--- src/rtl/dist_sched_pkg.sv ---
// Shared types and helpers for the distance-read frame sequencer.
// Holds the FSM state encoding, modulation codes and per-modulation entry/lane tables.
package dist_sched_pkg;

  typedef enum logic [2:0] {
    IDLE    = 3'd0,
    START   = 3'd1,
    WAIT_DP = 3'd2,
    ADDR    = 3'd3,
    WAIT_RD = 3'd4,
    VALID   = 3'd5,
    DONE    = 3'd6
  } sched_state_t;

  localparam logic [1:0] M_BPSK  = 2'd0;
  localparam logic [1:0] M_QPSK  = 2'd1;
  localparam logic [1:0] M_16QAM = 2'd2;
  localparam logic [1:0] M_64QAM = 2'd3;

  // Timeout counter must hold values up to 255; latency counter up to 6.
  localparam int TMO_W = 8;
  localparam int LAT_W = 3;

  function automatic logic [4:0] entryCount(input logic [1:0] m);
    logic [4:0] n;
    case (m)
      M_BPSK:  n = 5'd1;
      M_QPSK:  n = 5'd1;
      M_16QAM: n = 5'd4;
      default: n = 5'd16;
    endcase
    return n;
  endfunction

  function automatic logic [3:0] laneMaskOf(input logic [1:0] m);
    return (m == M_BPSK) ? 4'b0011 : 4'b1111;
  endfunction

endpackage

--- src/rtl/dist_wait_cnt.sv ---
// Loadable up/down counter with an equality terminal flag.
// Used both as the dpDone timeout counter and as the memory read-latency counter.
module dist_wait_cnt #(
  parameter int W = 8
) (
  input  logic         clk,
  input  logic         rst,
  input  logic         i_load,
  input  logic [W-1:0] i_load_val,
  input  logic         i_en,
  input  logic         i_up,
  input  logic [W-1:0] i_term_val,
  output logic         o_term
);

  logic [W-1:0] r_cnt;

  always_ff @(posedge clk or negedge rst) begin
    if (!rst) begin
      r_cnt <= '0;
    end else if (i_load) begin
      r_cnt <= i_load_val;
    end else if (i_en) begin
      r_cnt <= i_up ? (r_cnt + W'(1)) : (r_cnt - W'(1));
    end
  end

  assign o_term = (r_cnt == i_term_val);

endmodule

--- src/rtl/dist_read_sched.sv ---
// Frame sequencer: starts the distance datapath, waits for it, then streams
// every stored entry's address to the sorter under a valid/ready handshake.
module dist_read_sched
  import dist_sched_pkg::*;
#(
  parameter int ADDR_WIDTH = 7,
  parameter int RD_LAT     = 1,
  parameter int TIMEOUT    = 255
) (
  input  logic                  clk,
  input  logic                  rst,
  input  logic                  frameStart,
  input  logic [1:0]            M,
  input  logic                  abort,
  output logic                  dpStart,
  output logic [1:0]            dpM,
  input  logic                  dpDone,
  output logic [ADDR_WIDTH-1:0] readAddr,
  output logic                  outValid,
  input  logic                  outReady,
  output logic [3:0]            laneMask,
  output logic                  outLast,
  output logic                  busy,
  output logic                  frameDone,
  output logic                  errPulse,
  output sched_state_t          dbgState
);

  // Handshake: an entry transfers on a rising clk edge where outValid && outReady.
  // Once outValid rises, readAddr/laneMask/outLast hold until that transfer.

  sched_state_t          r_state, w_state_next;
  logic [ADDR_WIDTH-1:0] r_readAddr, w_addr_next, w_last_addr;
  logic [1:0]            r_dpM, w_dpM_next;
  logic [3:0]            r_laneMask;
  logic                  r_dpStart, r_outValid, r_outLast, r_busy;
  logic                  r_frameDone, r_errPulse, w_err_next;
  logic                  w_tmo_term, w_lat_term;

  assign w_last_addr = ADDR_WIDTH'(entryCount(r_dpM) - 5'd1);

  dist_wait_cnt #(.W(TMO_W)) u_tmo_cnt (
    .clk        (clk),
    .rst        (rst),
    .i_load     (r_state == START),
    .i_load_val ('0),
    .i_en       (r_state == WAIT_DP),
    .i_up       (1'b1),
    .i_term_val (TMO_W'(TIMEOUT - 1)),
    .o_term     (w_tmo_term)
  );

  // Terminal at 1 so WAIT_RD lasts RD_LAT-1 cycles; the ADDR cycle is the first latency cycle.
  dist_wait_cnt #(.W(LAT_W)) u_lat_cnt (
    .clk        (clk),
    .rst        (rst),
    .i_load     (r_state == ADDR),
    .i_load_val (LAT_W'(RD_LAT - 1)),
    .i_en       (r_state == WAIT_RD),
    .i_up       (1'b0),
    .i_term_val (LAT_W'(1)),
    .o_term     (w_lat_term)
  );

  always_comb begin
    w_state_next = r_state;
    w_addr_next  = r_readAddr;
    w_dpM_next   = r_dpM;
    w_err_next   = 1'b0;
    case (r_state)
      IDLE: begin
        if (frameStart && !abort) begin
          w_state_next = START;
          w_dpM_next   = M;
        end
      end
      START:   w_state_next = WAIT_DP;
      WAIT_DP: begin
        if (dpDone) begin
          w_state_next = ADDR;
          w_addr_next  = '0;
        end else if (w_tmo_term) begin
          w_state_next = IDLE;
          w_err_next   = 1'b1;
        end
      end
      ADDR:    w_state_next = (RD_LAT == 1) ? VALID : WAIT_RD;
      WAIT_RD: if (w_lat_term) w_state_next = VALID;
      VALID: begin
        if (outReady) begin
          if (r_outLast) begin
            w_state_next = DONE;
          end else begin
            w_state_next = ADDR;
            w_addr_next  = r_readAddr + ADDR_WIDTH'(1);
          end
        end
      end
      DONE:    w_state_next = IDLE;
      default: w_state_next = IDLE;
    endcase
    if (r_state != IDLE && frameStart) w_err_next = 1'b1;
    // Abort silences any error from the same cycle and drops the frame.
    if (r_state != IDLE && abort) begin
      w_state_next = IDLE;
      w_err_next   = 1'b0;
    end
    if (w_state_next == IDLE || w_state_next == DONE) w_addr_next = '0;
    if (w_state_next == IDLE) w_dpM_next = '0;
  end

  // Outputs are registered from the next state so they align with r_state.
  always_ff @(posedge clk or negedge rst) begin
    if (!rst) begin
      r_state     <= IDLE;
      r_readAddr  <= '0;
      r_dpM       <= '0;
      r_dpStart   <= 1'b0;
      r_busy      <= 1'b0;
      r_outValid  <= 1'b0;
      r_outLast   <= 1'b0;
      r_laneMask  <= '0;
      r_frameDone <= 1'b0;
      r_errPulse  <= 1'b0;
    end else begin
      r_state     <= w_state_next;
      r_readAddr  <= w_addr_next;
      r_dpM       <= w_dpM_next;
      r_dpStart   <= (w_state_next == START);
      r_busy      <= (w_state_next != IDLE);
      r_outValid  <= (w_state_next == VALID);
      r_outLast   <= (w_state_next == VALID) && (w_addr_next == w_last_addr);
      r_laneMask  <= (w_state_next != IDLE) ? laneMaskOf(w_dpM_next) : 4'b0000;
      r_frameDone <= (w_state_next == DONE);
      r_errPulse  <= w_err_next;
    end
  end

  assign dpStart   = r_dpStart;
  assign dpM       = r_dpM;
  assign readAddr  = r_readAddr;
  assign outValid  = r_outValid;
  assign laneMask  = r_laneMask;
  assign outLast   = r_outLast;
  assign busy      = r_busy;
  assign frameDone = r_frameDone;
  assign errPulse  = r_errPulse;
  assign dbgState  = r_state;

endmodule

--- config.mk ---
export PLATFORM = sky130hd
export DESIGN_NAME = dist_read_sched
export DESIGN_NICKNAME = d
export VERILOG_FILES = /design/src/rtl/dist_sched_pkg.sv /design/src/rtl/dist_wait_cnt.sv /design/src/rtl/dist_read_sched.sv
export SDC_FILE = /design/constraint.sdc
export NUM_CORES = 1
export LEC_CHECK = 0
export ABC_CLOCK_PERIOD_IN_PS = 4500
export CORE_UTILIZATION = 56
export CTS_CLUSTER_SIZE = 16
export DETAILED_ROUTE_END_ITERATION = 12
export PLACE_DENSITY = 0.79
export SLEW_MARGIN = 20
export SYNTH_ARGS = -nofsm -noshare
export SYNTH_HDL_FRONTEND = slang
export SYNTH_SLANG_ARGS = --single-unit
--- constraint.sdc ---
create_clock -name clk -period 4.5 [get_ports clk]
set_input_delay 0.675 -clock clk [delete_from_list [all_inputs] [get_ports clk]]
set_output_delay 0.675 -clock clk [all_outputs]
set_load 0.01 [all_outputs]
# After elaboration in Yosys (flattened, before gate mapping)

Index checks and enable logic that the tools add are counted.

Add/subtract/negate cells: 4
Eq/ne operators: 13
Mux-type cells: 28
Reduce and logical (&&, ||, !) cells: 15

Operator list:

| cell                | number |
|---|---|
| $mux 7              | 4 |
| $mux 3              | 9 |
| $pmux 3 s6          | 1 |
| $mux 8              | 2 |
| $pmux 7 s2          | 1 |
| $eq 3x3->1 const B  | 4 |
| $pmux 5 s2          | 1 |
| $eq 3x1->1 const B  | 3 |
| $add 8x1->8 const B | 1 |
| $eq 8x8->1 const B  | 1 |
| $mux 4              | 2 |
| $add 7x1->7 const B | 1 |
| $eq 7x7->1          | 1 |
| $eq 3x2->1 const B  | 2 |
| $logic_not 3->1     | 2 |
| $mux 2              | 3 |
| $reduce_bool 3->1   | 2 |
| $sub 5x1->6 const B | 1 |
| $mux 1              | 5 |
| $logic_and 1x1->1   | 4 |
| $logic_not 2->1     | 2 |
| $reduce_bool 2->1   | 2 |
| $sub 3x1->3 const B | 1 |
| $eq 2x1->1 const B  | 1 |
| 4 further kinds     | 4 |

Flip-flop bits (word level): 33
Output and inout bits: 22
Logic and storage cells: 72

# Longest topological paths before layout

Gate-level depths: netlist (run 1).

Word-level depth: 10
Depth in mapped cells: 8
Mapped depth without buffers: 8

# Cells and area by module

A second synthesis (run 1) with hierarchy kept.

Cell total of the unflattened synthesis: 239
Area, all modules: 2212.1 sq um

By module, submodules not included:

| module                    | times used | cells each | area an instance (sq um) | seq. area each (sq um) |
|---|---|---|---|---|
| dist_read_sched           | 1          | 132        | 1247.4                   | 475.5 |
| dist_wait_cnt (u_tmo_cnt) | 1          | 86         | 755.7                    | 200.2 |
| dist_wait_cnt (u_lat_cnt) | 1          | 21         | 209.0                    | 75.1 |

# Worst setup path before layout (run 1)

Ideal clock, no wire load.

Path type: input to register
From: input abort
To: register r_outLast, in the netlist outLast
Library setup time: 111 ps
Data arrival time: 1989 ps
Slack: 2400 ps
Cell stages on the path: 7
Path buffers: 1
Path through: clkbuf_1 > inv_1 > o21ai_1 > a21o_1 > a31o_1 > nand2_1 > a2111oi_2

Cells in the longest elaborated chain, start to end: 10

Ends and longest elaborated chain:

| what                                          | RTL line               | text |
|---|---|---|
| from (decl)                                   | dist_read_sched.sv:14  | `input logic abort,` |
| $logic_not 1->1                               | dist_read_sched.sv:72  | `if (frameStart && !abort) begin` |
| $logic_and 1x1->1                             | dist_read_sched.sv:72  |  |
| $mux 3                                        | dist_read_sched.sv:72  |  |
| $pmux 3 s6                                    | dist_read_sched.sv:70  | `case (r_state)` |
| $mux 3 (*)                                    | dist_read_sched.sv:104 | `if (r_state != IDLE && abort) begin` |
| $eq 3x3->1 or $logic_not 3->1 (tied branches) | dist_read_sched.sv:108 | `if (w_state_next == IDLE \|\| w_state_next == DONE) w_addr_next = '0;` |
| $logic_or 1x1->1                              | dist_read_sched.sv:108 |  |
| $mux 7                                        | dist_read_sched.sv:108 |  |
| $eq 7x7->1                                    | dist_read_sched.sv:132 | `r_outLast <= (w_state_next == VALID) && (w_addr_next == w_last_addr);` |
| $logic_and 1x1->1 (*)                         | dist_read_sched.sv:132 |  |
| to (signal assigned)                          | dist_read_sched.sv:132 |  |
| to (decl)                                     | dist_read_sched.sv:36  | `logic r_dpStart, r_outValid, r_outLast, r_busy;` |

Every way passes the cells marked *; elsewhere a longest branch is shown, timed or not.
A chain may end at the register's enable or synchronous reset.

# Final worst setup path (run 1)

Same ends and word-level chain as after synthesis.

==> results of run 1 <==
==> power groups by stage <==
stage / registers (mW) / clock network [mW] / logic [mW]
after floorplan: 0.378 / 0 / 0.298
after global placement: 0.391 / 0 / 0.396
after detailed placement: 0.394 / 0 / 0.409
after CTS: 0.390 / 0.205 / 0.413
after global routing: 0.400 / 0.212 / 0.463
final: 0.390 / 0.201 / 0.413
==> Yosys cell counts, types with 3 or more instances <==
library cell	number	area, um^2
a31o_2	3	26.3
nand2_1	11	41.3
a311oi_1	3	26.3
and3b_1	3	26.3
nor2_1	21	78.8
nand3b_1	3	22.5
xor2_1	4	35.0
ha_1	5	62.6
dfrtp_1	30	751
or3_1	3	18.8
o21ai_0	8	40.0
and2_1	5	31.3
nand4_1	5	31.3
inv_1	9	33.8
nor3_1	6	30.0
a21oi_1	12	60.1
mux2i_1	4	40.0
buf_4	3	22.5
nor2b_1	6	37.5
nand2b_1	3	18.8
==> path summary, 6_finish.rpt <==
kind,startpoint,end,slack (ps),cells after the start
worst min-delay path,u_tmo_cnt.r_cnt[0],u_tmo_cnt.r_cnt[0],550,1
min in group asynchronous,rst,readAddr[0],710,2
worst max register to register,dbgState[1],outLast,2230,6
max in group asynchronous,rst,readAddr[5],3500,2
worst min register to register,u_tmo_cnt.r_cnt[0],u_tmo_cnt.r_cnt[0],550,1
worst max-delay path,abort,outLast,2110,7
==> critical path, stage by stage <==
cell and delay [ps]:
clkdlybuf4s50_1 620, inv_1 170, o21ai_1 240, a21o_1 230
a31o_1 250, nand2_1 100, a2111oi_2 340
==> state kept, by name (all words and copies together), names as in the netlist <==
signal	flops
dpStart	1
readAddr	7
errPulse	1
outValid	1
u_tmo_cnt.r_cnt	8
frameDone	1
dpM	2
outLast	1
dbgState	3
laneMask	2
u_lat_cnt.r_cnt	3
==> through the flow <==
step                      worst slack [ps]  total power, mW   util  cell area, um^2  hold slack (ps)
after global routing                  1950             1.07  0.713             2160              594
final                                 2110             1.00  0.713             2160              550
after CTS                             2130             1.01  0.713             2160              554
after detailed placement              1770            0.803  0.687             2080              542
after global placement                1790            0.787  0.687             2080              524
after floorplan                       2400            0.676      -             1790              379
==> cell families (layout without fill, tap and decap cells) <==
| family | Yosys count | count (layout) | synth area share |
|---|---|---|---|
| muxes | 5 | 5 | 0.0287 |
| adders and majority gates | 5 | 5 | 0.0350 |
| xor gates and xnor gates | 4 | 4 | 0.0196 |
| DFF | 30 | 30 | 0.420 |
| and+or+nand+nor | 78 | 78 | 0.244 |
| AOI/OAI and AO/OA | 48 | 48 | 0.197 |
| buffers and inverters | 20 | 49 | 0.0560 |
==> layer usage <==
layer | wire (um) | vias up
met5 | 0 | -
met4 | 114 | 0
met3 | 208 | 13
met2 | 1910 | 57
met1 | 1730 | 728
li1 | - | 742
==> cell type report <==
type                    instances  area (um^2)  area share
clock buffers                   8         78.8      0.0365
inverters                      11         41.3      0.0191
multi-input cells             140          936       0.433
flip-flops and latches         30          751       0.348
well taps                      44         55.1      0.0255
repair buffers                 30          298       0.138
==> results.cfg, run 1 <==
[logic_synthesis]
synthCells = 190
synth-edff-count = 0
syn_area_um2 = 1790
synth_fp_nets = 203
synth_seq_cells = 30
synth-main-ff-cell = dfrtp_1
avgSynthCellArea_um2 = 9.40
synth_seq_area_share = 0.420
yosys_warnings = 0
async_flop_share = 1.00
yosysUniqueCellTypes = 52

[sta]
timing.final.crit_share = 0.532
tightest_slew_ps = 498
setup_violations = 0
layout_min_cycle_time_ps = 2390
fmax_mhz = 418
max-slew-margin-rel = 0.668
slew_violations = 0
rsz0062_at_grt = false
worst_clock_skew_ps = 3.09
fin_tns_setup_ps = 0
finalHoldViolations = 0

[clocking]
clockBufferDepth = 2
cts-root-buf = clkbuf_4
cts.sinks = 30
cts_made_buffers = 5
ctsHoldBuffers = 0
clk-insertion-delay-late_ps = 330
cts_tree = built
clk_pin_slew_ps = 90
cts_resized = 0
post_cts_buffers = 0
htreeDepth = 2

[route]
drt_iter0_drc = 79
routed_wl_mm = 3.96
drc = 0
route.vias.total = 1540
drt-wirelength-per-cell_um = 15.1
drt-pass1-iter-count = 4
vias_per_cell = 5.86
route.antenna.remaining_nets = 0

[power_and_ir_drop]
p_sw_mw = 0.386
p_int_mw = 0.617
ir_worst_vdd_mv = 0.352
power.density_nw_per_um2 = 465
pwr-share-clk = 0.200
cellLeakagePower_nw = 0.921
combPwrFrac = 0.411
p_sw_frac = 0.385
seqPwrFrac = 0.388

[floorplan]
io_pins = 30
rows = 20
chipWidth_um = 58.5
die_h_um = 58.5
core_area_um2 = 3030
fp.dieArea_um2 = 3420
initial_core_util = 0.590

[grt]
grt_max_degree = 31
grt_pass1_vias = 1535
grtUsageMet3 = 0.0681
top_usage_layer = met2
use_met2 = 0.425
grt_pass1_wl_mm = 6.69
grt_overflow = 0
antenna_found_initial = 0
grt_usage = 0.261
met1_usage = 0.321

[worst_setup_path]
worstSetupEndpointType = register
cp-start-kind = input pin
crit_required_ps = 4740
worstSetupPathType = in2reg
cp.arrival_ps = 2630
cp_max_fo = 7

[cells_and_area]
layout_commonest_cell = dfrtp_1
n_fill_cell = 230
final_cells = 263
antenna_cells = 0
final_nets = 231
final_layout_size_suffix_gt1_frac = 0.105
syn_to_final_growth_pct = 20.9
layout_common_cells = dfrtp_1, clkdlybuf4s50_1, nor2_1, a21oi_1, nand2_1

[run]
maxCapViolCount = 0

[outcome]
status = complete, no violations

[placed_design]
place.detailed.hpwl_mm = 2.82
globalplace.congestion = 0.937
dp_cells = 255
port-buffer-count = 29

[min_path]
hp-class = reg2reg
No activity file was read; power rests on OpenSTA's default activity.
==> inputs of run 2 (changes only) <==
- ABC_CLOCK_PERIOD_IN_PS: 4500 -> 2300
- CORE_UTILIZATION: 56 -> 53
- PLACE_DENSITY: 0.79 -> 0.76
- clock period: 4.5 -> 2.3 ns (I/O delays scaled with it)
==> run 2 against run 1 <==
Routed wire length is 2.9% higher. Worst setup slack worse by 1900 ps. Critical path depth is 1 lower. Via count is 2.6% higher. Clock power is 100% higher. Count of clock-buffer cells in the layout is 1 lower. Cell count is 4.9% higher. Final area is 4.4% higher. Critical path type is now reg2reg.
==> results.cfg, run 2 (synthesis gave the netlist of run 1 again) <==
[floorplan]
fp.dieArea_um2 = 3610
rows = 20
io_pins = 30
core_area_um2 = 3130
initial_core_util = 0.571
chipWidth_um = 60.1
die_h_um = 60.1

[sta]
timing.final.crit_share = 0.926
tightest_slew_ps = 477
worst_clock_skew_ps = 6.88
fin_tns_setup_ps = 0
rsz0062_at_grt = false
timing.hold.ws_ps = 394
slew_violations = 0
setup_violations = 0
max-slew-margin-rel = 0.681
finalHoldViolations = 0
layout_min_cycle_time_ps = 2130
fmax_mhz = 469

[min_path]
hp-class = in2async

[route]
route.vias.total = 1580
route.antenna.remaining_nets = 0
vias_per_cell = 5.72
drt_iter0_drc = 134
routed_wl_mm = 4.08
drt-wirelength-per-cell_um = 14.8
drc = 0
drt-pass1-iter-count = 4

[run]
maxCapViolCount = 0

[cells_and_area]
largest_reg_flops = 8
fin_util = 0.721
final_cells = 276
final_nets = 244
regMostFlops = u_tmo_cnt.r_cnt
antenna_cells = 0
layout_common_cells = dfrtp_1, clkdlybuf4s50_1, nor2_1, buf_4, a21oi_1
syn_to_final_growth_pct = 26.2
layout_commonest_cell = dfrtp_1
final_layout_size_suffix_gt1_frac = 0.151
n_fill_cell = 260

[power_and_ir_drop]
combPwrFrac = 0.460
power.density_nw_per_um2 = 938
cellLeakagePower_nw = 0.980
p_sw_frac = 0.369
pwr-share-clk = 0.192
p_int_mw = 1.34
seqPwrFrac = 0.348
ir_worst_vdd_mv = 0.542
total_power_mw = 2.12
p_sw_mw = 0.779

[clocking]
cts_made_buffers = 5
clk-insertion-delay-late_ps = 330
cts-root-buf = clkbuf_4
clk_pin_slew_ps = 90
cts_tree = built
cts.sinks = 30
clockBufferDepth = 2
htreeDepth = 2

[worst_setup_path]
r2r_start = dbgState[2]
critPathSlowestCell = dfrtp_1
reg2reg_to = outLast
worstSetupPathType = reg2reg
cp.arrival_ps = 2360
cp-start-kind = register
worstSetupEndpointType = register
slowest_delay_ps = 550
ff2ff_setup_slack_ps = 170
cp_cell_sequence = or3b_1, o32a_1, o21a_1, and3b_1, nand4b_1, a2111oi_2
reg2reg_depth = 6
crit_required_ps = 2530
cp_max_fo = 13

[grt]
grt_usage = 0.258
grt_pass1_wl_mm = 6.81
grt_overflow = 0
antenna_found_initial = 0
grt_max_degree = 31
grt_pass1_vias = 1537

[placed_design]
dp_cells = 268
place.detailed.hpwl_mm = 3.08
port-buffer-count = 29
globalplace.congestion = 0.990

[outcome]
status = complete, no violations
==> run 2: repair_timing <==
action	in CTS	in global routing
setup buffers	0	0
gates resized for setup	0	1
hold buffers	0	0
endpoints found under the setup margin	0	1
==> run 2: worst max-delay path, delay by kind of cell, from the launching register on <==
| family | cells | cell delay (ps) |
|---|---|---|
| compound gates | 3 | 730 |
| flops | 1 | 550 |
| simple gates | 3 | 750 |
==> run 2: power by group through the flow <==
stage / registers [mW] / clock network, mW / logic [mW]
after floorplan: 0.740 / 0 / 0.582
after global placement: 0.736 / 0 / 0.927
after detailed placement: 0.747 / 0 / 0.966
after CTS: 0.737 / 0.415 / 0.979
after global routing: 0.755 / 0.438 / 1.08
final: 0.736 / 0.407 / 0.972
==> run 2: layer usage <==
layer / vias up / wire length, um / global-route usage / part of all wire
li1: 770 / - / - / -
met1: 762 / 1810 / 0.319 / 0.44
met2: 44 / 2010 / 0.421 / 0.49
met3: 4 / 206 / 0.0779 / 0.051
met4: 0 / 49 / 0.0997 / 0.012
met5: - / 0 / 0 / 0
==> run 2: worst max path at each step <==
stage	endpoint	start	depth (start not counted)	slack [ps]
3_3_place_gp	outLast	outReady	6	10
3_5_place_dp	outLast	outReady	6	-100
6_report	outLast	dbgState[2]	6	170
4_1_cts	outLast	dbgState[2]	6	180
5_1_grt	outLast	dbgState[2]	6	20
2_1_floorplan	outLast	dbgState[0]	7	360
==> run 2: layout make-up <==
cell class / count / area, um^2 / area share
timing repair buffer: 43 / 395 / 0.175
tap: 44 / 55.1 / 0.0244
clock inverter: 1 / 30.0 / 0.0133
multi-input combinational: 140 / 937 / 0.416
inverter: 11 / 41.3 / 0.0183
clock buffer: 7 / 45.0 / 0.0200
sequential: 30 / 751 / 0.333
==> run 2: metrics by stage <==
| step | instance area, um^2 | worst slack, ps |
|---|---|---|
| after global placement | 2180 | 10.4 |
| final | 2250 | 170 |
| after CTS | 2250 | 176 |
| after detailed placement | 2180 | -104 |
| after global routing | 2250 | 21.1 |
| after floorplan | 1790 | 364 |
==> inputs of run 3 (changes only) <==
- SLEW_MARGIN: 20 -> 30
==> results of run 3 <==
Final layout, timing and power as in run 2 (identical DEF).
